File: src/rtl/file_regfile_mac_pkg.sv
// Shared definitions for the file_regfile_mac register file.
// Holds the {a,b} opcode encoding, the entry count and the address width.
package file_regfile_mac_pkg;

  localparam int DEPTH  = 32;
  localparam int ADDR_W = 5;

  localparam logic [1:0] OP_IDLE  = 2'b00;
  localparam logic [1:0] OP_READ  = 2'b01;
  localparam logic [1:0] OP_WRITE = 2'b10;
  localparam logic [1:0] OP_MUL   = 2'b11;

  // True for the operations that send a result down the return pipe.
  function automatic logic op_returns(input logic [1:0] op);
    return (op == OP_READ) || (op == OP_MUL);
  endfunction

endpackage

File: src/rtl/file_regfile_mac_ret_pipe.sv
// file_ret_pipe: PAR-deep delay line carrying {valid, data, flag}.
// Ports:
//   clk, rst            clock, async active-high reset
//   in_valid/data/flag  result entering at the issue edge
//   out_valid           one-cycle strobe, PAR edges after entry (counting the entry edge)
//   out_data/out_flag   returned value; held while out_valid is low
module file_ret_pipe #(
  parameter int W   = 8,
  parameter int PAR = 3
) (
  input  logic         clk,
  input  logic         rst,
  input  logic         in_valid,
  input  logic [W-1:0] in_data,
  input  logic         in_flag,
  output logic         out_valid,
  output logic [W-1:0] out_data,
  output logic         out_flag
);

  logic [PAR-1:0] vld_q, vld_d;
  logic [PAR-1:0] flg_q, flg_d;
  logic [W-1:0]   dat_q [PAR];
  logic [W-1:0]   dat_d [PAR];

  // src_* is what feeds stage i: the input for stage 0, the previous stage otherwise.
  logic [PAR-1:0] src_v;
  logic [PAR-1:0] src_f;
  logic [W-1:0]   src_d [PAR];

  always_comb begin
    src_v[0] = in_valid;
    src_f[0] = in_flag;
    src_d[0] = in_data;
    for (int i = 1; i < PAR; i++) begin
      src_v[i] = vld_q[i-1];
      src_f[i] = flg_q[i-1];
      src_d[i] = dat_q[i-1];
    end

    for (int i = 0; i < PAR; i++) begin
      vld_d[i] = src_v[i];
      flg_d[i] = src_f[i];
      dat_d[i] = src_d[i];
    end

    // The last stage doubles as the output register, so it only takes
    // new data/flag when a valid result arrives; otherwise it holds.
    if (!src_v[PAR-1]) begin
      flg_d[PAR-1] = flg_q[PAR-1];
      dat_d[PAR-1] = dat_q[PAR-1];
    end
  end

  always_ff @(posedge clk or posedge rst) begin
    if (rst) begin
      vld_q <= '0;
      flg_q <= '0;
      for (int i = 0; i < PAR; i++) dat_q[i] <= '0;
    end else begin
      vld_q <= vld_d;
      flg_q <= flg_d;
      for (int i = 0; i < PAR; i++) dat_q[i] <= dat_d[i];
    end
  end

  assign out_valid = vld_q[PAR-1];
  assign out_data  = dat_q[PAR-1];
  assign out_flag  = flg_q[PAR-1];

endmodule

File: src/rtl/file_regfile_mac.sv
// file_regfile_mac: 32 x WIDTH register file with in-place multiply-update
// and a fixed-latency read-return pipe.
// Ports:
//   clk, rst   clock, async active-high reset
//   data_in    write data / multiplier operand
//   a, b       opcode {a,b}: 00 idle, 10 write, 01 read, 11 multiply-update
//   x          entry address
//   data_out   returned entry value (held between results)
//   out        overflow flag of the returned result
//   d          result-valid pulse, par edges after issue (issue edge included)
module file_regfile_mac
  import file_regfile_mac_pkg::*;
#(
  parameter int WIDTH     = 8,
  parameter int par       = 3,
  parameter int MUL_WIDTH = 16
) (
  input  logic              clk,
  input  logic              rst,
  input  logic [WIDTH-1:0]  data_in,
  input  logic              a,
  input  logic              b,
  input  logic [ADDR_W-1:0] x,
  output logic [WIDTH-1:0]  data_out,
  output logic              out,
  output logic              d
);

  logic [WIDTH-1:0]     mem_q [DEPTH];
  logic [WIDTH-1:0]     mem_d [DEPTH];
  logic [1:0]           op;
  logic [MUL_WIDTH-1:0] prod;
  logic                 iss_valid;
  logic [WIDTH-1:0]     iss_data;
  logic                 iss_ovf;

  assign op   = {a, b};
  assign prod = MUL_WIDTH'(mem_q[x]) * MUL_WIDTH'(data_in);

  always_comb begin
    mem_d     = mem_q;
    iss_valid = op_returns(op);
    iss_data  = '0;
    iss_ovf   = 1'b0;
    case (op)
      OP_WRITE: mem_d[x] = data_in;
      OP_READ:  iss_data = mem_q[x];
      OP_MUL: begin
        mem_d[x] = prod[WIDTH-1:0];
        iss_data = prod[WIDTH-1:0];
        iss_ovf  = |prod[MUL_WIDTH-1:WIDTH];
      end
      default: ;
    endcase
  end

  always_ff @(posedge clk or posedge rst) begin
    if (rst) begin
      for (int i = 0; i < DEPTH; i++) mem_q[i] <= '0;
    end else begin
      mem_q <= mem_d;
    end
  end

  file_ret_pipe #(
    .W   (WIDTH),
    .PAR (par)
  ) u_ret_pipe (
    .clk       (clk),
    .rst       (rst),
    .in_valid  (iss_valid),
    .in_data   (iss_data),
    .in_flag   (iss_ovf),
    .out_valid (d),
    .out_data  (data_out),
    .out_flag  (out)
  );

endmodule

File: config.mk
export PLATFORM = sky130hd
export DESIGN_NAME = file_regfile_mac
export DESIGN_NICKNAME = d
export VERILOG_FILES = /design/src/rtl/file_regfile_mac_pkg.sv /design/src/rtl/file_regfile_mac_ret_pipe.sv /design/src/rtl/file_regfile_mac.sv
export SDC_FILE = /design/constraint.sdc
export NUM_CORES = 1
export LEC_CHECK = 0
export ABC_AREA = 0
export BUFFER_PORTS_ARGS = -buffer_cell sky130_fd_sc_hd__buf_2
export CELL_PAD_IN_SITES_DETAIL_PLACEMENT = 1
export CELL_PAD_IN_SITES_GLOBAL_PLACEMENT = 1
export CORE_MARGIN = 8
export CORE_UTILIZATION = 33
export CTS_CLUSTER_DIAMETER = 30
export DETAILED_ROUTE_END_ITERATION = 16
export PLACE_DENSITY = 0.55
export SLEW_MARGIN = 10
export SYNTH_ARGS = -nofsm -noshare
export SYNTH_HDL_FRONTEND = slang
export SYNTH_SLANG_ARGS = --single-unit
File: constraint.sdc
create_clock -name clk -period 9.8 [get_ports clk]
set_input_delay 0.49 -clock clk [delete_from_list [all_inputs] [get_ports clk]]
set_output_delay 0.49 -clock clk [all_outputs]
set_load 0.005 [all_outputs]
# ---- Word level (Yosys, flattened, before mapping)
# Cells that the tools add are included.
dict set report word_totals {
  reg_bits 286
  output_inout_bits 10
  word_cells 59
}
dict set report op_classes {
  multipliers 1
  order_cmp 2
  n_eq_ne 3
  n_mux 10
  bitwise_logic 1
  n_reduce_logical 4
}
# cell n
set ops {}
lappend ops {{bitwise mux 256 bit} 2}
lappend ops {{one-hot mux 256 bit (2 select lines)} 1}
lappend ops {{binary-select mux 8 bit (select 5 bit)} 1}
lappend ops {{demux 8 bit (select 5 bit)} 1}
lappend ops {{two-way mux 8 bit} 3}
lappend ops {{multiplier 8 x 8 -> 16 bit} 1}
lappend ops {{one-hot mux 8 bit (2 select lines)} 1}
lappend ops {{OR reduction 8 bit} 1}
lappend ops {{greater-or-equal comparator 6 bit, second input constant} 1}
lappend ops {{less-than comparator 6 x 1 -> 1 bit, second input constant} 1}
lappend ops {{NOT 5 -> 6 bit} 1}
lappend ops {{== test 2 bit, second input constant} 2}
lappend ops {{== test 2 x 1 -> 1 bit, second input constant} 1}
lappend ops {{nonzero test 2 bit} 1}
lappend ops {{logical AND 1 bit} 1}
lappend ops {{logical OR 1 bit} 1}
lappend ops {{two-way mux 1 bit} 1}

# ---- Depth between registers and ports, before layout
# Gate-level depths: netlist of the first run.
dict set report logic_depth {
  ltp_word 7
  ltp_mapped 22
  mapped_depth_nobuf 19
}

# ---- Cells and area by module
# From an unflattened synthesis of the first run, not the netlist that was laid out.
dict set report hier_totals {
  cells_unflattened 1342
  area_unflattened_um2 14582.7
}
# module n_inst cells_each area_each_um2 seq_area_each_um2
set modules_own_cells {}
lappend modules_own_cells {file_regfile_mac 1 1293 13621.8 6406.1}
lappend modules_own_cells {file_ret_pipe 1 49 960.9 750.7}

# ---- Worst setup path before layout of the first run
# No wires, ideal clock.
dict set report synth_path {
  path_type {input-to-reg}
  startpoint {input port x[0]}
  endpoint {register u_ret_pipe.flg_q[0]}
  setup_ns 0.141
  arrival_time_ns 5.270
  setup_slack_ns 4.388
  cell_stages 20
  cell_sequence {buf_6 -> buf_12 -> buf_6 -> mux4_1 -> a22oi_1 -> nand4_1 -> and2_1 -> fa_1 -> inv_1 -> fa_1 -> fa_1 -> fa_1 -> inv_1 -> ha_1 -> inv_1 -> a221oi_1 -> o21ai_0 -> nor4_1 -> and4_1 -> a31oi_1}
}
dict set report synth_between {
  elab_chain_len 7
}
# item line
set synth_lines {}
lappend synth_lines {{start: declaration} file_regfile_mac.sv:23} ;# input logic [ADDR_W-1:0] x,
lappend synth_lines {{NOT 5 -> 6 bit (not written as such)} file_regfile_mac.sv:38} ;# assign prod = MUL_WIDTH'(mem_q[x]) * MUL_WIDTH'(data_in);
lappend synth_lines {{binary-select mux 8 bit (select 5 bit)} file_regfile_mac.sv:38}
lappend synth_lines {{two-way mux 8 bit (not written as such) (2 in a row)} file_regfile_mac.sv:38}
lappend synth_lines {{multiplier 8 x 8 -> 16 bit} file_regfile_mac.sv:38}
lappend synth_lines {{OR reduction 8 bit} file_regfile_mac.sv:51} ;# iss_ovf = |prod[MUL_WIDTH-1:WIDTH];
lappend synth_lines {{two-way mux 1 bit} file_regfile_mac.sv:45} ;# case (op)
lappend synth_lines {{named net iss_ovf} file_regfile_mac.sv:35} ;# logic iss_ovf;
lappend synth_lines {{end signal: assignment} file_regfile_mac_ret_pipe.sv:62} ;# flg_q <= flg_d;
lappend synth_lines {{end: declaration} file_regfile_mac_ret_pipe.sv:22} ;# logic [PAR-1:0] flg_q, flg_d;
# The timed path passes the listed nets, and every way through them passes these cells. The select of a mux whose other input is x is not followed.
# A chain may end at the register's enable or synchronous reset.

# ---- Worst setup path after layout of the first run
dict set report layout_path {
  startpoint {input port x[0]}
  endpoint {register mem_q[229] (netlist bit)}
}
dict set report layout_between {
  elab_chain_len 7
  word_cells_on_any_way 13
  classes_between {1 x mul; 2 x order compare; 8 x mux; 1 x bitwise; 1 x reduce/logical}
}
# item line
set layout_lines {}
lappend layout_lines {{NOT 5 -> 6 bit (not written as such) (*)} {file_regfile_mac.sv:38, file_regfile_mac.sv:46, file_regfile_mac.sv:49}}
lappend layout_lines {{binary-select mux 8 bit (select 5 bit) (tied with other cells)} file_regfile_mac.sv:38}
lappend layout_lines {{two-way mux 8 bit (not written as such) / logical AND 1 bit (equally long branches)} {file_regfile_mac.sv:38, file_regfile_mac.sv:46, file_regfile_mac.sv:49}}
lappend layout_lines {{two-way mux 8 bit (on tied branches)} {file_regfile_mac.sv:38, file_regfile_mac.sv:46, file_regfile_mac.sv:49}}
lappend layout_lines {{multiplier 8 x 8 -> 16 bit / demux 8 bit (select 5 bit) (equally long branches)} {file_regfile_mac.sv:38, file_regfile_mac.sv:46, file_regfile_mac.sv:49}}
lappend layout_lines {{bitwise mux 256 bit (on tied branches)} {file_regfile_mac.sv:49, file_regfile_mac.sv:46}}
lappend layout_lines {{one-hot mux 256 bit (2 select lines) (*)} file_regfile_mac.sv:45}
lappend layout_lines {{end signal: assignment} file_regfile_mac.sv:61} ;# mem_q <= mem_d;
lappend layout_lines {{end: declaration} file_regfile_mac.sv:29} ;# logic [WIDTH-1:0] mem_q [DEPTH];
# Mark *: on every way between the ends. The rest lies on a longest branch, timed or not. The select of a mux whose other input is x is not followed.

==> impl_results.md, run 1 <==
* Count of flip-flops with a built-in enable after synthesis at 0
* Area inside the core boundary at approximately 44,000 µm²
* Outcome: complete, no violations
* Clock Sinks at 286
* Fill cell instance count of the final layout at 4,744
* Clock latency on the worst-skew pair at between 0.5 and 0.6 ns
* Worst EP required at about 10 ns
* Predominant post-synthesis flop cell: dfrtp_1
* Proportion of layout cells with a drive suffix above 1 at 19.29%
* DR vias/cell at about 5.1
* Sequential cell area fraction in the yosys report at between 40% and 50%
* Warning count from the yosys run at 0
* Die outline area at between 50,000 and 60,000 µm²
* Worst setup slack after placement at 2.462 ns
* FP Rows at between 70 and 80
* Core Util, Final at between 30 and 40%
* H-tree levels at 3
* Total congestion overflow after global routing at 0
* Max rail drop VDD at about 0.00019 V
* Placement Cell Area at approximately 15,000 µm²
* Maximum clock frequency at between 150 and 200 MHz
* Crit-path max FO at 36
* Total GRT Usage at 16.96%
* Unrepaired setup endpoints after global routing: no
* Final hold slack at 0.04050 ns
* Mux contribution to synthesized area at 11.25%
* Iteration count of the initial detailed-routing pass at 5
* Proportion of synthesized flip-flops having asynchronous set or reset at 100.0%
* Initial Utilization at roughly 33%
* DRT antenna net count at 0
* Bufs on Longest Clock Path at 3
* # nets final at approximately 1,500
* Count of hold buffers inserted by post-cts repair at 0
* Number of global-route vias before repair at 11,090
* Kind of path behind the tightest hold check: in -> async
* Worst slew margin at 23.09%
* Total CTS buffers at 75
* Global placement routability congestion at around 0.75
* DRC violations left at 0
* Arrival @ worst endpoint at ~7.1 ns
* Mapped Area at 14,530 µm²
* Share of synthesized cell area in full adder, half adder and majority cells at 8.063%
* Signed area change from the synthesized netlist to the final layout at 20.61%
* Post-route cell area at 17,520 µm²
* Global-route wire length before repair at just under 70,000 µm
* Simple logic cell fraction of the synthesized area at between 10% and 20%
* Finish-stage setup viols at 0
* Post-route clock period utilization at about two thirds
* Number of buffers added for setup after CTS at 0
* Hold violation total from the final report at 0
* Number of antenna violations at the first check in global routing at 0
* Main combinational cell family by area after synthesis: compound AO/OA/AOI/OAI gates
* Master cell of the clock root buffer: clkbuf_16
* Worst-Margin Slew at 1.129 ns
* Max-slew violations at 0
* Final antenna diode count at 0
* Max-cap violations at 0
* Initial detailed-routing violation count at between 500 and 600
* Via count at roughly 10,000
* Post-layout min period at 6.663 ns
* Unique masters post-synth at 50
* Post-synthesis net count at 1,441
* Xor and xnor area share after synthesis at less than 1%
* Setup slack of the critical path after layout at approximately 3.1 ns
* Setup clock skew after layout at around 0.036 ns
* DP HPWL at around 27,000 µm
* Die extent in x at 225.8 µm
* Number of I/O pins at 27
* Leakage at 7.993 nW
* Mean cell area of the mapped netlist at ~11 µm²
* Flip-flop and latch count after synthesis at 286
* TNS Setup at 0 ns
* Routed Wire Length at between 40,000 and 50,000 µm
* Launching element type of the critical path: primary input
* Area occupied by multi-input gates at approximately 6700 µm²
* Compound-Gate Fraction of Synth Area at a little over an eighth
* Die Y-Extent at approximately 230 µm
* Areal power density over the cells at around 280 nW/µm²
* Seq. cell area at 7157 µm²
* Number of cell instances on the worst register-to-register path at 17
* Worst Path Class, Setup: in -> reg
* Clock transition at the registers of the reported paths at ~0.05 ns
* Kind of end point of the critical path: register
* Count of instances resized after the clock tree is built at 0
* TritonCTS clock tree: built
* Pin count of the biggest net entering global routing at 99
* Routed WL per cell at approximately 20 µm
* Port Buffer Count at 26
* Post-synthesis instance total at about 1,400
stage by stage:
stage                     std cells  total power [mW]
after floorplan                1352             2.317
after global placement         1885             2.622
after detailed placement       1885             2.656
after CTS                      2023             5.045
after global routing           2023             5.272
final                          2023             4.972
registers in the layout (all words and copies together) (netlist names):
name and flops:
mem_q 256, u_ret_pipe.dat_d 8, u_ret_pipe.dat_q 8, u_ret_pipe.flg_q 3
u_ret_pipe.out_data 8, u_ret_pipe.vld_q 3
per-layer routing:
layer	share of wire [%]	vias up	global-route usage (%)	wire length [µm]
met1	48	5268	23.35	19830
met4	2.4	0	5.765	1010
met3	3.6	76	3.129	1475
met2	46	179	26.70	19200
met5	0	-	0	0
li1	-	4716	-	-
kinds of logic after synthesis:
| kind of cell | Yosys count |
|---|---|
| flip-flops | 286 |
| buffers and inverters | 162 |
| AND/OR/NAND/NOR | 415 |
| adder cells (fa/ha/maj) | 72 |
| AO/OA/AOI/OAI | 334 |
| XOR/XNOR | 5 |
| multiplexers | 78 |
synthesized netlist by cell type, types with 9 or more instances:
| cell | number | share of area (%) |
|---|---|---|
| nand2_1 | 333 | 8.6 |
| mux4_1 | 11 | 2.0 |
| o21ai_0 | 232 | 8.0 |
| mux4_2 | 53 | 8.2 |
| nand2b_1 | 10 | 0.43 |
| ha_1 | 36 | 3.1 |
| mux2_2 | 9 | 0.70 |
| a21oi_1 | 13 | 0.45 |
| nor2_1 | 12 | 0.31 |
| clkbuf_1 | 71 | 1.8 |
| fa_1 | 36 | 5.0 |
| inv_1 | 62 | 1.6 |
| dfrtp_1 | 286 | 49 |
| a22oi_1 | 29 | 1.5 |
| and2_1 | 31 | 1.3 |
| o21ai_2 | 30 | 1.8 |
| buf_4 | 11 | 0.57 |
where the power goes:
part | internal (mW) | switching [mW] | total [mW]
registers | 1.43 | 0.129 | 1.56
logic | 0.429 | 0.643 | 1.07
clock network | 1.56 | 0.781 | 2.34
layout by cell type (no fill, tap or decap), drive strengths merged, types with 3 or more instances in the layout:
cell        n
nor2       12
a21oi      13
inv        70
bufinv      3
nand3       3
and2       31
o21ai     263
mux2i       5
xor2        4
mux4       64
mux2        9
nor3        6
clkinvlp   10
nor3b       5
a22oi      32
clkinv     21
nand4       9
and3        3
buf        41
a21o        4
ha         36
o211a       7
fa         36
nand2b     10
dfrtp     286
nand2     333
clkbuf     96
critical path: stages:
cell     delay (ns)
buf_4          0.55
buf_4          0.48
mux4_1         0.60
a22oi_1        0.44
nand4_1        0.52
and2_1         0.36
fa_1           0.42
fa_1           0.45
ha_1           0.30
inv_1          0.05
fa_1           0.48
inv_1          0.04
ha_1           0.34
xnor2_1        0.29
nor2_1         0.09
a21oi_2        0.59
buf_4          0.39
o21ai_0        0.14
path summary, 6_finish.rpt:
| kind | start | to | slack, ns |
|---|---|---|---|
| max | x[0] | mem_q[229] | 3.14 |
| min reg2reg | u_ret_pipe.dat_d[11] | u_ret_pipe.dat_q[11] | 0.31 |
| min | rst | mem_q[235] | 0.04 |
| max in group asynchronous | rst | mem_q[160] | 8.36 |
| max reg2reg | mem_q[22] | u_ret_pipe.flg_q[0] | 3.82 |
| min in group clk | b | u_ret_pipe.vld_q[0] | 0.19 |
area by class of cell:
cell class | count | share of cell area, %
clock buffers | 96 | 11.63
multi-input cells | 904 | 38.10
flip-flops and latches | 286 | 40.85
well taps | 592 | 4.228
repair buffers | 41 | 1.414
clock inverters | 42 | 2.407
inverters | 62 | 1.371
No activity file was read; power rests on OpenSTA's default activity.
==> run 2, diff against run 1 <==
- ABC_AREA: 0 -> 1
- PLACE_DENSITY: 0.55 -> 0.59
- clock period: 9.8 -> 5.55 ns (I/O delays scaled with it)
==> run 2 against run 1 <==
  * Flip-flop and latch count did not move
  * Clock power rose by 100%
  * Worst hold slack improved by 0.017 ns
  * Clock-buffer cell count rose by 18
  * Synthesized cell count rose by 30%
==> impl_results.md, run 2 <==
* Outcome: complete, no violations
* Die extent in x at 227.5 µm
* Signed area change from the synthesized netlist to the final layout at 24.72%
* Max rail drop VDD at 0.0002194 V
* Total congestion overflow after global routing at 0
* Final antenna diode count at 0
* Commonest non-fill, non-tap cell in the layout: nand2_1
* Top layer reached by signal wires: met4
* Post-synth top area cell: dfrtp_1
* Flip-flop and latch count after synthesis at approximately 290
* Routed WL per cell at approximately 19 µm
* Mean cell area of the mapped netlist at between 8 and 9 µm²
* Worst-Margin Slew at just over 1 ns
* Count of flip-flops with a built-in enable after synthesis at 0
* Total GRT Usage at 18.87%
* Top area cells in the synthesized netlist: dfrtp_1, nand2_1, o21ai_0, a22oi_1, fa_1
* Die Y-Extent at roughly 230 µm
* Leakage at 9.182 nW
* Max reg flops at about 260
* Kind of path behind the tightest hold check: in -> reg
* Number of cell instances on the worst register-to-register path at 24
* Clock latency on the worst-skew pair at 0.59 ns
* Area inside the core boundary at roughly 44,000 µm²
* Fill cell instance count of the final layout at 5,114
* Kind of end point of the critical path: register
* Worst Path Class, Setup: in -> reg
* Port Buffer Count at 26
* Top cells by count, synth: nand2_1, dfrtp_1, o21ai_0
* Number of antenna violations at the first check in global routing at 0
* Launching element type of the critical path: primary input
* Post-synthesis net count at around 1,900
* Post-layout min period at between 5 and 6 ns
* Register containing the most flip-flops in the final layout: mem_q
* Setup slack of the critical path after layout at 0.4228 ns
* Total CTS buffers at between 70 and 80
* Area share of the largest cell type after synthesis at between 40% and 50%
* Hold violation total from the final report at 0
* DRT antenna net count at 0
* Detailed-routed wire length on met3 at around 1800 µm
* Post-route cell area at 18,420 µm²
* Die outline area at approximately 52,000 µm²
* Number of global-route vias before repair at around 14,000
* Unrepaired setup endpoints after global routing: no
* Post-Place Cells at around 2,300
* Iteration count of the initial detailed-routing pass at 4
* Number of I/O pins at 27
* Endpoint of the worst-slack reg-to-reg timing path: u_ret_pipe.flg_q[0]
* Initial Utilization at ~33%
* Master cell of the clock root buffer: clkbuf_16
* Non-filler instance count after layout at between 2,000 and 2,500
* H-tree levels at 3
* Startpoint of the lowest-slack hold path: data_in[0]
* Met1 WL at roughly 22,000 µm
* Clock transition at the registers of the reported paths at roughly 0.040 ns
* Maximum clock frequency at just under 200 MHz
* TritonCTS clock tree: built
* Via count at approximately 12,000
* Hold Path Stages at 3
* Max-slew violations at 0
* Post-route clock period utilization at 92.38%
* Count of instances resized after the clock tree is built at 0
* Routed Wire Length at between 40,000 and 50,000 µm
* Slowest Stage Delay on Critical Path at about 0.54 ns
* Unique masters post-synth at 33
* Setup clock skew after layout at 0.02232 ns
* Clock Sinks at 286
* DP HPWL at between 20,000 and 30,000 µm
* Worst EP required at between 6 and 7 ns
* Placement Cell Area at ~16,000 µm²
* Core Util, Final at about two fifths
* Warning count from the yosys run at 0
* Most frequent cells in the layout: nand2_1, dfrtp_1, o21ai_0, inv_1, a22oi_1
* Hold Path Sink: u_ret_pipe.dat_d[8]
* Cell with the most instances after synthesis: nand2_1
* Global placement routability congestion at 0.7840
* Areal power density over the cells at between 400 and 500 nW/µm²
* DRC violations left at 0
* Total buffers and inverters traversed by the critical path at 7
* DR vias/cell at roughly 5.0
* Sequential cell area fraction in the yosys report at between 40% and 50%
* Crit-path max FO at between 40 and 50
* Max-cap violations at 0
* R2R Path Start: mem_q[94]
* Worst setup slack after placement at -0.1229 ns
* FP Rows at 77
* Proportion of synthesized flip-flops having asynchronous set or reset at 100.0%
* Met2 wire len at roughly 22,000 µm
* Bufs on Longest Clock Path at 3
* Mapped Area at approximately 15,000 µm²
* Predominant post-synthesis flop cell: dfrtp_1
* Worst slew margin at a little under a third
* Register-to-register setup slack at between 0.4 and 0.5 ns
* # nets final at around 1,900
* Post-synthesis instance total at 1,764
* Finish-stage setup viols at 0
* Slowest stage cell, crit path: fa_1
* Global-route wire length before repair at ~77,000 µm
* Initial detailed-routing violation count at between 800 and 900
* Pin count of the biggest net entering global routing at around 160
* Arrival @ worst endpoint at roughly 5.6 ns
* Top cell family by delay on the critical path: adder cells
* Total Power at ~9 mW
* Proportion of layout cells with a drive suffix above 1 at between 10% and 20%
-- run 2: logic make-up (layout without fill, tap and decap cells) --
family / count (synthesis) / after routing / synth area share (%)
fa+ha+maj: 72 / 72 / 7.930
mux: 9 / 9 / 0.6863
compound gates: 361 / 361 / 14.23
flops: 286 / 286 / 48.46
xor+xnor: 1 / 1 / 0.05932
simple gates: 793 / 793 / 21.51
buf+inv: 242 / 354 / 7.117
-- run 2: worst reg2reg max path: stages (launching register included) --
cell and delay (ns):
dfrtp_1 0.37, a22oi_1 0.19, nand2_1 0.08, nand2_1 0.08, nand2_1 0.09, nor2_1 0.33, nand2_2 0.19, inv_2 0.09
nor2_1 0.06, fa_1 0.54, inv_1 0.06, fa_1 0.46, fa_1 0.52, fa_1 0.51, inv_1 0.05, ha_1 0.36
nand2_1 0.11, nor2_1 0.20, nand3_1 0.15, nand3_1 0.11, nand2_1 0.05, nor2_1 0.11, nand3_1 0.08, nor2_1 0.13
nor2_1 0.05
-- run 2: timing repair --
| item | CTS | global route |
|---|---|---|
| endpoints found under the hold margin | 6 | 0 |
| setup endpoints to repair | 0 | 0 |
| setup buffers | 0 | 0 |
| hold buffers | 2 | 0 |
-- run 2: final cells by class --
| cell class | instances | area [µm²] | area share (%) |
|---|---|---|---|
| flip-flops and latches | 286 | 7157 | 38.86 |
| well taps | 592 | 740.7 | 4.021 |
| clock buffers | 114 | 2281 | 12.38 |
| clock inverters | 28 | 490.5 | 2.663 |
| inverters | 132 | 499.2 | 2.710 |
| repair buffers | 80 | 690.7 | 3.750 |
| multi-input cells | 1236 | 6560 | 35.62 |
-- run 2: metrics by stage --
stage          TNS [ns]  hold slack (ns)
2_1_floorplan         0           0.3312
3_3_place_gp   -0.09646           0.2319
3_5_place_dp    -0.1229           0.2302
4_1_cts               0          0.03412
5_1_grt               0          0.08129
6_report              0          0.05782
-- run 2: metal layers --
metal / up-vias / track usage, %
met3: 78 / 3.362
met2: 218 / 29.89
met5: - / 0
met1: 6207 / 25.42
met4: 0 / 7.450
li1: 5837 / -
-- run 2: worst max path at each step --
stage               from                  end  slack [ns]  cells after the start
global placement    x[0]  u_ret_pipe.flg_q[0]        -0.1                     29
detailed placement  x[0]  u_ret_pipe.flg_q[0]       -0.12                     29
CTS                 x[0]  u_ret_pipe.flg_q[0]        0.47                     29
finish              x[0]  u_ret_pipe.flg_q[0]        0.42                     29
floorplan           x[1]           mem_q[103]        0.90                     27
global route        x[0]  u_ret_pipe.flg_q[0]        0.05                     29
-- run 2: report_power, final --
group	internal (mW)	total, mW	switching, mW
Combinational	0.599	1.57	0.974
Sequential	2.50	2.73	0.223
Clock	3.41	4.72	1.31
Total	6.52	9.02	2.50
